`src/rtl/jtag_tap_sampled.sv`:
```
// IEEE 1149.1 TAP responder running entirely in the system clock domain.
// TCK/TMS/TDI are oversampled, and the TAP advances on detected TCK edges.
module jtag_tap_sampled #(
  parameter logic [31:0] IDCODE_VALUE = 32'h149511C3,
  parameter int          IR_LEN       = 4
) (
  input  logic        sys_clk_i,
  input  logic        sys_rst_n_i,
  input  logic        tck_pad_i,
  input  logic        tms_pad_i,
  input  logic        tdi_pad_i,
  output logic        tdo_pad_o,
  output logic        tdo_padoe_o,
  input  logic [31:0] user_data_i,
  output logic [31:0] user_data_o,
  output logic        user_update_o,
  output logic [3:0]  tap_state_o
);

  typedef enum logic [3:0] {
    TLR     = 4'd0,
    RTI     = 4'd1,
    SEL_DR  = 4'd2,
    CAP_DR  = 4'd3,
    SH_DR   = 4'd4,
    EX1_DR  = 4'd5,
    PAU_DR  = 4'd6,
    EX2_DR  = 4'd7,
    UPD_DR  = 4'd8,
    SEL_IR  = 4'd9,
    CAP_IR  = 4'd10,
    SH_IR   = 4'd11,
    EX1_IR  = 4'd12,
    PAU_IR  = 4'd13,
    EX2_IR  = 4'd14,
    UPD_IR  = 4'd15
  } tapState_t;

  localparam logic [IR_LEN-1:0] IR_IDCODE = 4'h1;
  localparam logic [IR_LEN-1:0] IR_USER   = 4'h8;

  logic r_tckMeta, r_tckSync, r_tckPrev;
  logic r_tmsMeta, r_tmsSync;
  logic r_tdiMeta, r_tdiSync;
  logic w_rise, w_fall;

  tapState_t r_state, w_nextState;

  logic [IR_LEN-1:0] r_ir, r_irShift;
  logic [31:0]       r_drShift;
  logic              w_isBypass;
  logic              r_tdo, r_tdoOe, r_userUpdate;
  logic [31:0]       r_userData;

  // TMS and TDI share the TCK synchronizer depth so they line up with the detected edge.
  always_ff @(posedge sys_clk_i) begin
    if (!sys_rst_n_i) begin
      r_tckMeta <= 1'b0;
      r_tckSync <= 1'b0;
      r_tckPrev <= 1'b0;
      r_tmsMeta <= 1'b0;
      r_tmsSync <= 1'b0;
      r_tdiMeta <= 1'b0;
      r_tdiSync <= 1'b0;
    end else begin
      r_tckMeta <= tck_pad_i;
      r_tckSync <= r_tckMeta;
      r_tckPrev <= r_tckSync;
      r_tmsMeta <= tms_pad_i;
      r_tmsSync <= r_tmsMeta;
      r_tdiMeta <= tdi_pad_i;
      r_tdiSync <= r_tdiMeta;
    end
  end

  assign w_rise     = r_tckSync & ~r_tckPrev;
  assign w_fall     = ~r_tckSync & r_tckPrev;
  assign w_isBypass = (r_ir != IR_IDCODE) && (r_ir != IR_USER);

  always_comb begin
    w_nextState = r_state;
    case (r_state)
      TLR:     w_nextState = r_tmsSync ? TLR    : RTI;
      RTI:     w_nextState = r_tmsSync ? SEL_DR : RTI;
      SEL_DR:  w_nextState = r_tmsSync ? SEL_IR : CAP_DR;
      CAP_DR:  w_nextState = r_tmsSync ? EX1_DR : SH_DR;
      SH_DR:   w_nextState = r_tmsSync ? EX1_DR : SH_DR;
      EX1_DR:  w_nextState = r_tmsSync ? UPD_DR : PAU_DR;
      PAU_DR:  w_nextState = r_tmsSync ? EX2_DR : PAU_DR;
      EX2_DR:  w_nextState = r_tmsSync ? UPD_DR : SH_DR;
      UPD_DR:  w_nextState = r_tmsSync ? SEL_DR : RTI;
      SEL_IR:  w_nextState = r_tmsSync ? TLR    : CAP_IR;
      CAP_IR:  w_nextState = r_tmsSync ? EX1_IR : SH_IR;
      SH_IR:   w_nextState = r_tmsSync ? EX1_IR : SH_IR;
      EX1_IR:  w_nextState = r_tmsSync ? UPD_IR : PAU_IR;
      PAU_IR:  w_nextState = r_tmsSync ? EX2_IR : PAU_IR;
      EX2_IR:  w_nextState = r_tmsSync ? UPD_IR : SH_IR;
      UPD_IR:  w_nextState = r_tmsSync ? SEL_DR : RTI;
      default: w_nextState = TLR;
    endcase
  end

  // Capture/shift act on the TCK rise; TDO and the update registers move on the fall.
  always_ff @(posedge sys_clk_i) begin
    if (!sys_rst_n_i) begin
      r_state      <= TLR;
      r_ir         <= IR_IDCODE;
      r_irShift    <= '0;
      r_drShift    <= '0;
      r_tdo        <= 1'b0;
      r_tdoOe      <= 1'b0;
      r_userData   <= '0;
      r_userUpdate <= 1'b0;
    end else begin
      r_userUpdate <= 1'b0;
      if (w_rise) begin
        r_state <= w_nextState;
        r_tdoOe <= (w_nextState == SH_DR) || (w_nextState == SH_IR);
        if (w_nextState == TLR) begin
          r_ir <= IR_IDCODE;
        end
        case (r_state)
          CAP_IR: r_irShift <= 4'b0101;
          SH_IR:  r_irShift <= {r_tdiSync, r_irShift[IR_LEN-1:1]};
          CAP_DR: begin
            if (r_ir == IR_IDCODE) begin
              r_drShift <= IDCODE_VALUE;
            end else if (r_ir == IR_USER) begin
              r_drShift <= user_data_i;
            end else begin
              r_drShift <= '0;
            end
          end
          SH_DR: begin
            if (w_isBypass) begin
              r_drShift[0] <= r_tdiSync;
            end else begin
              r_drShift <= {r_tdiSync, r_drShift[31:1]};
            end
          end
          default: ;
        endcase
      end else if (w_fall) begin
        case (r_state)
          SH_IR:  r_tdo <= r_irShift[0];
          SH_DR:  r_tdo <= r_drShift[0];
          UPD_IR: r_ir  <= r_irShift;
          UPD_DR: begin
            if (r_ir == IR_USER) begin
              r_userData   <= r_drShift;
              r_userUpdate <= 1'b1;
            end
          end
          default: ;
        endcase
      end
    end
  end

  assign tdo_pad_o     = r_tdo;
  assign tdo_padoe_o   = r_tdoOe;
  assign user_data_o   = r_userData;
  assign user_update_o = r_userUpdate;
  assign tap_state_o   = r_state;

endmodule

```
`config.mk`:
```
export PLATFORM = sky130hd
export DESIGN_NAME = jtag_tap_sampled
export DESIGN_NICKNAME = d
export VERILOG_FILES = /design/src/rtl/jtag_tap_sampled.sv
export SDC_FILE = /design/constraint.sdc
export NUM_CORES = 1
export LEC_CHECK = 0
export ABC_AREA = 0
export BUFFER_PORTS_ARGS = -buffer_cell sky130_fd_sc_hd__buf_2
export CORE_MARGIN = 1
export CORE_UTILIZATION = 34
export CTS_CLUSTER_DIAMETER = 40
export CTS_CLUSTER_SIZE = 8
export DETAILED_ROUTE_END_ITERATION = 12
export HOLD_SLACK_MARGIN = 0.03
export SYNTH_ARGS = -nofsm -noshare
export SYNTH_HDL_FRONTEND = slang
export SYNTH_SLANG_ARGS = --single-unit
```
`constraint.sdc`:
```
create_clock -name sys_clk_i -period 2.3 [get_ports sys_clk_i]
set_clock_uncertainty 0.05 [all_clocks]
set_input_delay 0.115 -clock sys_clk_i [delete_from_list [all_inputs] [get_ports sys_clk_i]]
set_output_delay 0.115 -clock sys_clk_i [all_outputs]
set_load 0.01 [all_outputs]
```
==> reports/qor.txt, run 1 <==
Die W: 107 um
Peak Freq: 485 MHz
Commonest non-fill, non-tap cells in the layout: 86 x dfxtp_1, 80 x nand2_1, 76 x a21oi_1
RSZ-0062 raised after global routing: no
Vias in the first global route: 3,348
R2R setup slack: 0.24 ns
Wire length per cell: 15.2 um
HPWL Detailed: 6.68 mm
Asr flop ratio synth: 0%
Worst setup margin: 0.239 ns
Slew Viols, Final: 0
Diodes inserted: 0
I/O pins: 76
TritonCTS Buffers: 9
Worst min path class: primary input to flip-flop
MaxCap Viol Count: 0
Final min period: 2.06 ns
Worst Tran Pin Value: 0.817 ns
Synth Net Count: 491
# setup viols final: 0
GPL Wtd Cong: 0.793
Global-route wire length before repair: 16.3 mm
Crit start category: flip-flop
Area added between synthesis and finish: 19.9%
Die Y: 107 um
Via/cell ratio: 5.31
Initial Utilization: 34.9%
Core ar.: 10,800 um2
Ys Warns: 0
Largest net degree at the start of global routing: 45
Placed Area: 4310 um2
WL final: 10.1 mm
Initial antenna violation count: 0
Leak pwr: 0.00157 uW
Clk sinks: 86
Setup TNS: 0 ns
Maximum VDD drop: 0.220 mV
Commonest non-fill, non-tap cell in the layout: dfxtp_1
Pwr Density: 568 nW/um2
Die ar.: 11,500 um2
Antenna Nets Post-Route: 0
Design Area, Final: 4520 um2
Flops & latches, synth: 86
Data arrival, critical path: 2.22 ns
Kind of critical path: flip-flop to flip-flop
PortBufs: 75
Post-synth EDFFs: 0
Reg clk slew, reported paths: 0.09 ns
Global route total overflow: 0
Total track usage: 18.0%
Slew headroom: 45.5%
CTS Buffer Depth: 2
Post-synthesis sequential area ratio: 45.7%
Syn Inst Count: 452
Final hold violations: 0
Setup Fix Bufs, Post-CTS: 0
CP Max Fanout: 19
Critical Path RT: 2.46 ns
Num rows: 38
DRC violations left: 0
Layout cells sized above 1: 22.9%
Post-cts sizing count: 0
Post-place setup slack: 0.258 ns
Detailed Route Iter0 Violations: 206
Root Driver: clkbuf_8
Tcrit/Tclk final: 89.6%
Syn avg cell area: 8.33 um2
Pwr Total: 2570 uW
Nets: 558
Status: finished clean
Clk Latency, worst-skew pair: 0.36 ns
Worst Setup End Kind: flip-flop
Synth Flop Type: dfxtp_1
TritonCTS clock tree: yes
Post-synth cell types: 45
Via count: 3,526
1st-pass router iterations: 5
CTS H-tree depth: 3
Synthesized cell area: 3770 um2
layout make-up:
cell class                      count  area (um2)
Fill cell                        1104        6280
Multi-Input combinational cell    312        1820
Sequential cell                    86        1720
Timing Repair Buffer              102         598
Tap cell                          140         175
Clock buffer                        9         124
Clock inverter                      7        47.5
Inverter                            8        30.0
cell usage after synthesis (all sizes together) (3+ instances only):
master	number	area share, %
a21oi	76	10
nand4	3	0.50
nand2	80	8.0
nand2b	4	0.66
nand3	6	0.80
nor2	8	0.80
buf	11	1.9
a211o	11	2.6
a211oi	20	4.0
nor3	3	0.53
a311oi	3	0.70
a22oi	20	4.0
clkbuf	35	3.5
and2	8	1.3
o21ai	23	3.1
o211ai	4	0.80
dfxtp	86	46
o2111ai	11	2.6
nor2b	4	0.66
nor4b	4	1.7
inv	8	0.80
o22ai	3	0.50
kinds of logic after synthesis:
kind of cell | after synthesis | share of synthesized area, %
compound gates | 180 | 30.3
buf+inv | 54 | 6.21
fa+ha+maj | 2 | 0.664
simple gates | 130 | 17.1
flops | 86 | 45.7
per-stage QoR:
stage	instances	hold WS (ns)	utilization, %
finish	664	0.0819	41.8
global route	664	0.0816	41.8
CTS	664	0.0602	41.8
detailed placement	645	0.277	40.0
global placement	645	0.272	40.0
floorplan	452	0.192	-
worst paths after layout:
kind | startpoint | to | cells past startpoint
max | tap_state_o[0] | r_drShift[17] | 5
min | user_data_i[24] | r_drShift[24] | 3
max reg2reg | tap_state_o[0] | r_drShift[17] | 5
min reg2reg | r_tckMeta | r_tckSync | 1
per-layer routing:
| layer | vias to the layer above | GRT usage, % | share of wire (%) |
|---|---|---|---|
| met1 | 1654 | 23.2 | 47 |
| met3 | 12 | 3.22 | 4.6 |
| met2 | 91 | 29.8 | 47 |
| met5 | - | 0 | 0 |
| met4 | 0 | 7.14 | 1.5 |
| li1 | 1769 | - | - |
sequential cells by signal, summed over array words and instances, names as in the netlist:
register	count
r_tckPrev	1
tdo_padoe_o	1
r_tmsSync	1
user_data_o	32
r_tdiSync	1
r_ir	4
r_irShift	4
r_tmsMeta	1
tdo_pad_o	1
r_tdiMeta	1
tap_state_o	4
user_update_o	1
r_tckMeta	1
r_drShift	32
r_tckSync	1
worst max-delay path, stage by stage, from the launching register on:
cell,delay [ns]
dfxtp_1,0.32
or4b_1,0.68
or3_1,0.39
buf_4,0.22
a21oi_1,0.18
a211oi_1,0.07
power breakdown:
group          internal [uW]  leakage (uW)  switching, uW  total (uW)
logic                   43.7      0.000792           61.0         105
clock network            394     0.0000858            569         964
registers               1490      0.000694           4.18        1500
total                   1930       0.00157            635        2570
repair_timing:
item / CTS / global route
hold buffers: 3 / 0
endpoints found under the hold margin: 3 / 0
endpoints found under the setup margin: 0 / 0
Note: power is estimated with default switching activity, not from simulation.
==> run 2, diff against run 1 <==
Settings changed: BUFFER_PORTS_ARGS -buffer_cell sky130_fd_sc_hd__buf_2 to default, DONT_BUFFER_PORTS from default to 1.
==> run 2 against run 1 <==
Effect of this change: critical path type unchanged; fmax is 2.5% higher; clock power is 4% higher; sequential share of layout area is 1.4 points higher; first-iteration DRC count is 42% higher; register-to-register slack better by 0.05 ns; flip-flop and latch count stayed put; die area stayed put.
==> reports/qor.txt, run 2 (same netlist as run 1, synthesis figures left out) <==
Status: finished clean
Tcrit/Tclk final: 87.4% (-2.2 points)
Final hold violations: 0 (unchanged)
Total track usage: 18.3% (+0.32 points)
Worst r2r dst: r_drShift[19]
Data arrival, critical path: 2.17 ns (-0.05 ns)
RSZ-0062 raised after global routing: no
Worst hold endpoint: r_drShift[0]
CTS Buffer Depth: 2 (unchanged)
Wire length per cell: 17.1 um (+13%)
Initial Utilization: 34.9% (unchanged)
Initial antenna violation count: 0 (unchanged)
Leak pwr: 0.00129 uW (-18%)
Worst min path class: primary input to flip-flop
Global-route wire length before repair: 16.5 mm (+1.4%)
Die ar.: 11,500 um2 (unchanged)
Vias in the first global route: 3,228 (-3.6%)
Pwr Density: 597 nW/um2 (+5.0%)
Diodes inserted: 0 (unchanged)
Met3 Wirelength: 589 um (+27%)
HPWL Detailed: 6.74 mm (+1.0%)
Final min period: 2.01 ns (-0.0507 ns)
Critical register-to-register path startpoint: tap_state_o[0]
Hold path depth: 3 (unchanged)
M1 WL: 4.68 mm (-1.4%)
Clk Latency, worst-skew pair: 0.35 ns (about the same)
Antenna Nets Post-Route: 0 (unchanged)
Worst Setup End Kind: flip-flop
Layout cells sized above 1: 8.57% (-14 points)
R2R setup slack: 0.29 ns (+0.05 ns)
Reg2reg path depth: 5 (unchanged)
GPL Wtd Cong: 0.766 (-3.4%)
Commonest non-fill, non-tap cells in the layout: 86 x dfxtp_1, 80 x nand2_1, 76 x a21oi_1
MaxCap Viol Count: 0 (unchanged)
WL final: 10.4 mm (+2.9%)
Via count: 3,333 (-5.5%)
Area added between synthesis and finish: 15.7%
Root Driver: clkbuf_8
TritonCTS Buffers: 9 (unchanged)
HP Start: user_data_i[0]
CTS H-tree depth: 3 (unchanged)
Nets: 503 (-9.9%)
DRC violations left: 0 (unchanged)
Largest net degree at the start of global routing: 35 (-22%)
Die Y: 107 um (unchanged)
Crit start category: flip-flop
Die W: 107 um (unchanged)
PortBufs: 0 (-100%)
Slew Viols, Final: 0 (unchanged)
Critical Path RT: 2.46 ns (about the same)
Maximum VDD drop: 0.243 mV (+11%)
TritonCTS clock tree: yes
# setup viols final: 0 (unchanged)
Commonest non-fill, non-tap cell in the layout: dfxtp_1
1st-pass router iterations: 5 (unchanged)
Worst Tran Pin Value: 0.627 ns (-0.190 ns)
Peak Freq: 497 MHz (+2.5%)
Post-Place Cells: 569 (-12%)
Global route total overflow: 0 (unchanged)
Reg clk slew, reported paths: 0.08 ns (about the same)
CP Max Fanout: 16 (-3)
Met2 WL: 4.93 mm (+4.3%)
I/O pins: 76 (unchanged)
Setup TNS: 0 ns (unchanged)
Highest metal used: met4
Via/cell ratio: 5.49 (+3.4%)
Post-Layout Cell Count: 607 (-8.6%)
Kind of critical path: flip-flop to flip-flop
Num rows: 38 (unchanged)
Clk sinks: 86 (unchanged)
Detailed Route Iter0 Violations: 293 (+42%)
Core ar.: 10,800 um2 (unchanged)
Slew headroom: 58.1% (+13 points)
run 2: cell types whose count changed in the layout (fill, tap and decap cells not counted), sizes merged:
cell,before,now
clkbuf,9,12
bufinv,0,1
inv,10,8
clkinv,3,1
dlygate4sd3,3,24
clkinvlp,2,0
buf,99,23
run 2: worst max-delay path: stages (launching register included):
cell	delay, ns
dfxtp_1	0.37
or4b_1	0.64
or3_1	0.37
buf_4	0.21
a21oi_1	0.17
a211oi_1	0.07
run 2: repair_timing:
action / CTS / global route
gates resized for setup: 0 / 1
setup buffers: 0 / 0
setup endpoints to repair: 0 / 10
hold endpoints to repair: 41 / 0
hold buffers: 24 / 0
run 2: how the worst max path moves through the flow:
stage,startpoint,endpoint,slack [ns],cells past startpoint
2_1_floorplan,tap_state_o[0],r_drShift[19],0.34,7
3_3_place_gp,tap_state_o[0],r_drShift[24],0.35,5
3_5_place_dp,r_tckPrev,r_drShift[2],0.28,7
4_1_cts,r_tckPrev,r_drShift[2],0.26,7
5_1_grt,tap_state_o[0],r_drShift[19],0.18,5
6_report,tap_state_o[0],r_drShift[19],0.29,5
run 2: layer usage:
layer	global-route usage [%]	up-vias
li1	-	1659
met1	23.7	1581
met2	29.3	80
met3	4.01	13
met4	7.83	0
met5	0	-
run 2: final cells by class:
type                    instances  area, um2
clock inverters                 2       35.0
clock buffers                  12        135
flip-flops and latches         86       1720
well taps                     140        175
inverters                       8       30.0
multi-input cells             312       1820
fillers                      1080       6440
repair buffers                 47        438
run 2: per-stage QoR:
stage	worst slack (ns)	area [um2]	util [%]	hold slack [ns]	total power, uW
after floorplan	0.338	3770	-	0.192	1580
after global placement	0.347	3940	36.5	0.189	1590
after detailed placement	0.279	3940	36.5	0.191	1590
after CTS	0.255	4350	40.3	0.0356	2630
after global routing	0.175	4360	40.4	0.0436	2710
final	0.290	4360	40.4	0.0542	2600
run 2: power by group:
group | total (uW) | internal (uW) | leakage, uW | switching [uW]
registers | 1500 | 1490 | 0.000694 | 5.43
logic | 97.0 | 44.4 | 0.000514 | 52.7
clock network | 1000 | 491 | 0.0000863 | 513
total | 2600 | 2030 | 0.00129 | 571
==> run 3, diff against run 2 <==
Settings changed: REMOVE_ABC_BUFFERS from default to 1.
==> run 3 against run 2 <==
Effect of this change: combinational power barely moved; worst setup slack got worse by 0.12 ns; clock power rose by 19%; critical endpoint is now r_drShift[9]; critical path type unchanged.
==> reports/qor.txt, run 3 (same netlist as run 1, synthesis figures left out) <==
Status: finished clean
Commonest non-fill, non-tap cells in the layout: 86 x dfxtp_1, 80 x nand2_1, 76 x a21oi_1
Post-Layout Cell Count: 606 (-0.16%)
DRC violations left: 0 (unchanged)
Worst Tran Pin Value: 0.688 ns (+0.0607 ns)
Wire length per cell: 17.2 um (+0.68%)
Critical Path RT: 2.52 ns (+0.06 ns)
CTS H-tree depth: 3 (unchanged)
Vias in the first global route: 3,280 (+1.6%)
RSZ-0062 raised after global routing: no
Post-place setup slack: 0.104 ns (-0.175 ns)
HPWL Detailed: 6.73 mm (-0.28%)
CTS Buffer Depth: 2 (unchanged)
Antenna Nets Post-Route: 0 (unchanged)
Layout cells sized above 1: 8.58% (+0.018 points)
TritonCTS Buffers: 9 (unchanged)
CP Max Fanout: 16 (unchanged)
Global-route wire length before repair: 17.2 mm (+4.1%)
Num rows: 38 (unchanged)
Slew Viols, Final: 0 (unchanged)
I/O pins: 76 (unchanged)
Reg clk slew, reported paths: 0.09 ns (about the same)
Clk sinks: 86 (unchanged)
Leak pwr: 0.00130 uW (+0.86%)
Post-Place Cells: 565 (-0.70%)
Data arrival, critical path: 2.36 ns (+0.19 ns)
Setup Fix Bufs, Post-CTS: 0 (unchanged)
Placed Area: 3910 um2 (-0.76%)
Maximum VDD drop: 0.575 mV (+140%)
Tcrit/Tclk final: 92.8% (+5.4 points)
Final min period: 2.13 ns (+0.124 ns)
TritonCTS clock tree: yes
Global route total overflow: 0 (unchanged)
Area added between synthesis and finish: 16.5%
Final hold violations: 0 (unchanged)
Kind of critical path: flip-flop to flip-flop
Clk Latency, worst-skew pair: 0.37 ns (+0.02 ns)
Die Y: 107 um (unchanged)
Worst Setup End Kind: flip-flop
Total track usage: 19.3% (+0.92 points)
Slew headroom: 54.0% (-4.1 points)
Worst setup margin: 0.166 ns (-0.124 ns)
Core ar.: 10,800 um2 (unchanged)
Min Hold Slack: 0.0554 ns (+0.00120 ns)
1st-pass router iterations: 4 (-1)
Die ar.: 11,500 um2 (unchanged)
WL final: 10.4 mm (+0.51%)
Detailed Route Iter0 Violations: 191 (-35%)
Commonest non-fill, non-tap cell in the layout: dfxtp_1
Worst min path class: primary input to flip-flop
Die W: 107 um (unchanged)
Crit start category: flip-flop
# setup viols final: 0 (unchanged)
Nets: 500 (-0.60%)
PortBufs: 0 (unchanged)
Diodes inserted: 0 (unchanged)
Root Driver: clkbuf_8
Pwr Density: 637 nW/um2 (+6.7%)
Via count: 3,407 (+2.2%)
Via/cell ratio: 5.62 (+2.4%)
GPL Wtd Cong: 0.787 (+2.8%)
Initial antenna violation count: 0 (unchanged)
Initial Utilization: 34.9% (unchanged)
Largest net degree at the start of global routing: 43 (+23%)
MaxCap Viol Count: 0 (unchanged)
Peak Freq: 469 MHz (-5.8%)
Design Area, Final: 4390 um2 (+0.72%)
[run 3: changes by cell type in the layout (fill, tap and decap cells not counted), sizes merged]
cell / change
buf: -4
bufinv: +1
clkbuf: -1
clkinvlp: +1
dlygate4sd3: +1
inv: +1
[run 3: area by class of cell]
cell class | instances | area [um2]
Tap cell | 140 | 175
Sequential cell | 86 | 1720
Timing Repair Buffer | 44 | 418
Fill cell | 1097 | 6400
Multi-Input combinational cell | 312 | 1820
Clock buffer | 11 | 141
Clock inverter | 5 | 81.3
Inverter | 8 | 30.0
[run 3: critical path: stages (launching register included)]
cell and delay (ns):
dfxtp_1 0.38, or4b_1 0.55, buf_4 0.23, nor3_2 0.15
nor2_1 0.19, buf_4 0.26, a211oi_1 0.22
[run 3: final timing paths]
path	startpoint	end	slack, ns	depth (start not counted)
hold / removal	user_data_i[6]	r_drShift[6]	0.06	3
setup reg to reg	tap_state_o[1]	r_drShift[9]	0.17	6
hold reg to reg	r_tckMeta	r_tckSync	0.39	1
setup / recovery	tap_state_o[1]	r_drShift[9]	0.17	6
[run 3: per-layer routing]
| metal | vias up | global-route usage (%) | share of wire [%] |
|---|---|---|---|
| met5 | - | 0 | 0 |
| li1 | 1658 | - | - |
| met2 | 109 | 30.8 | 47 |
| met4 | 0 | 5.58 | 1.6 |
| met3 | 16 | 5.84 | 6.0 |
| met1 | 1624 | 24.9 | 45 |
[run 3: power by group]
group	internal [uW]	switching (uW)
registers	1490	4.74
clock network	644	550
logic	46.6	53.9
[run 3: per-stage QoR]
step	util (%)	setup TNS, ns	power [uW]
6_report	40.7	0	2790
5_1_grt	40.7	0	2900
4_1_cts	40.6	0	2840
3_5_place_dp	36.3	0	1590
3_3_place_gp	36.3	0	1590
2_1_floorplan	-	-17.99	1570
[run 3: timing repair]
action / 4_1_cts / 5_1_grt
hold buffers: 25 / 0
hold endpoints to repair: 34 / 0
setup endpoints to repair: 0 / 20
resized for setup: 0 / 1
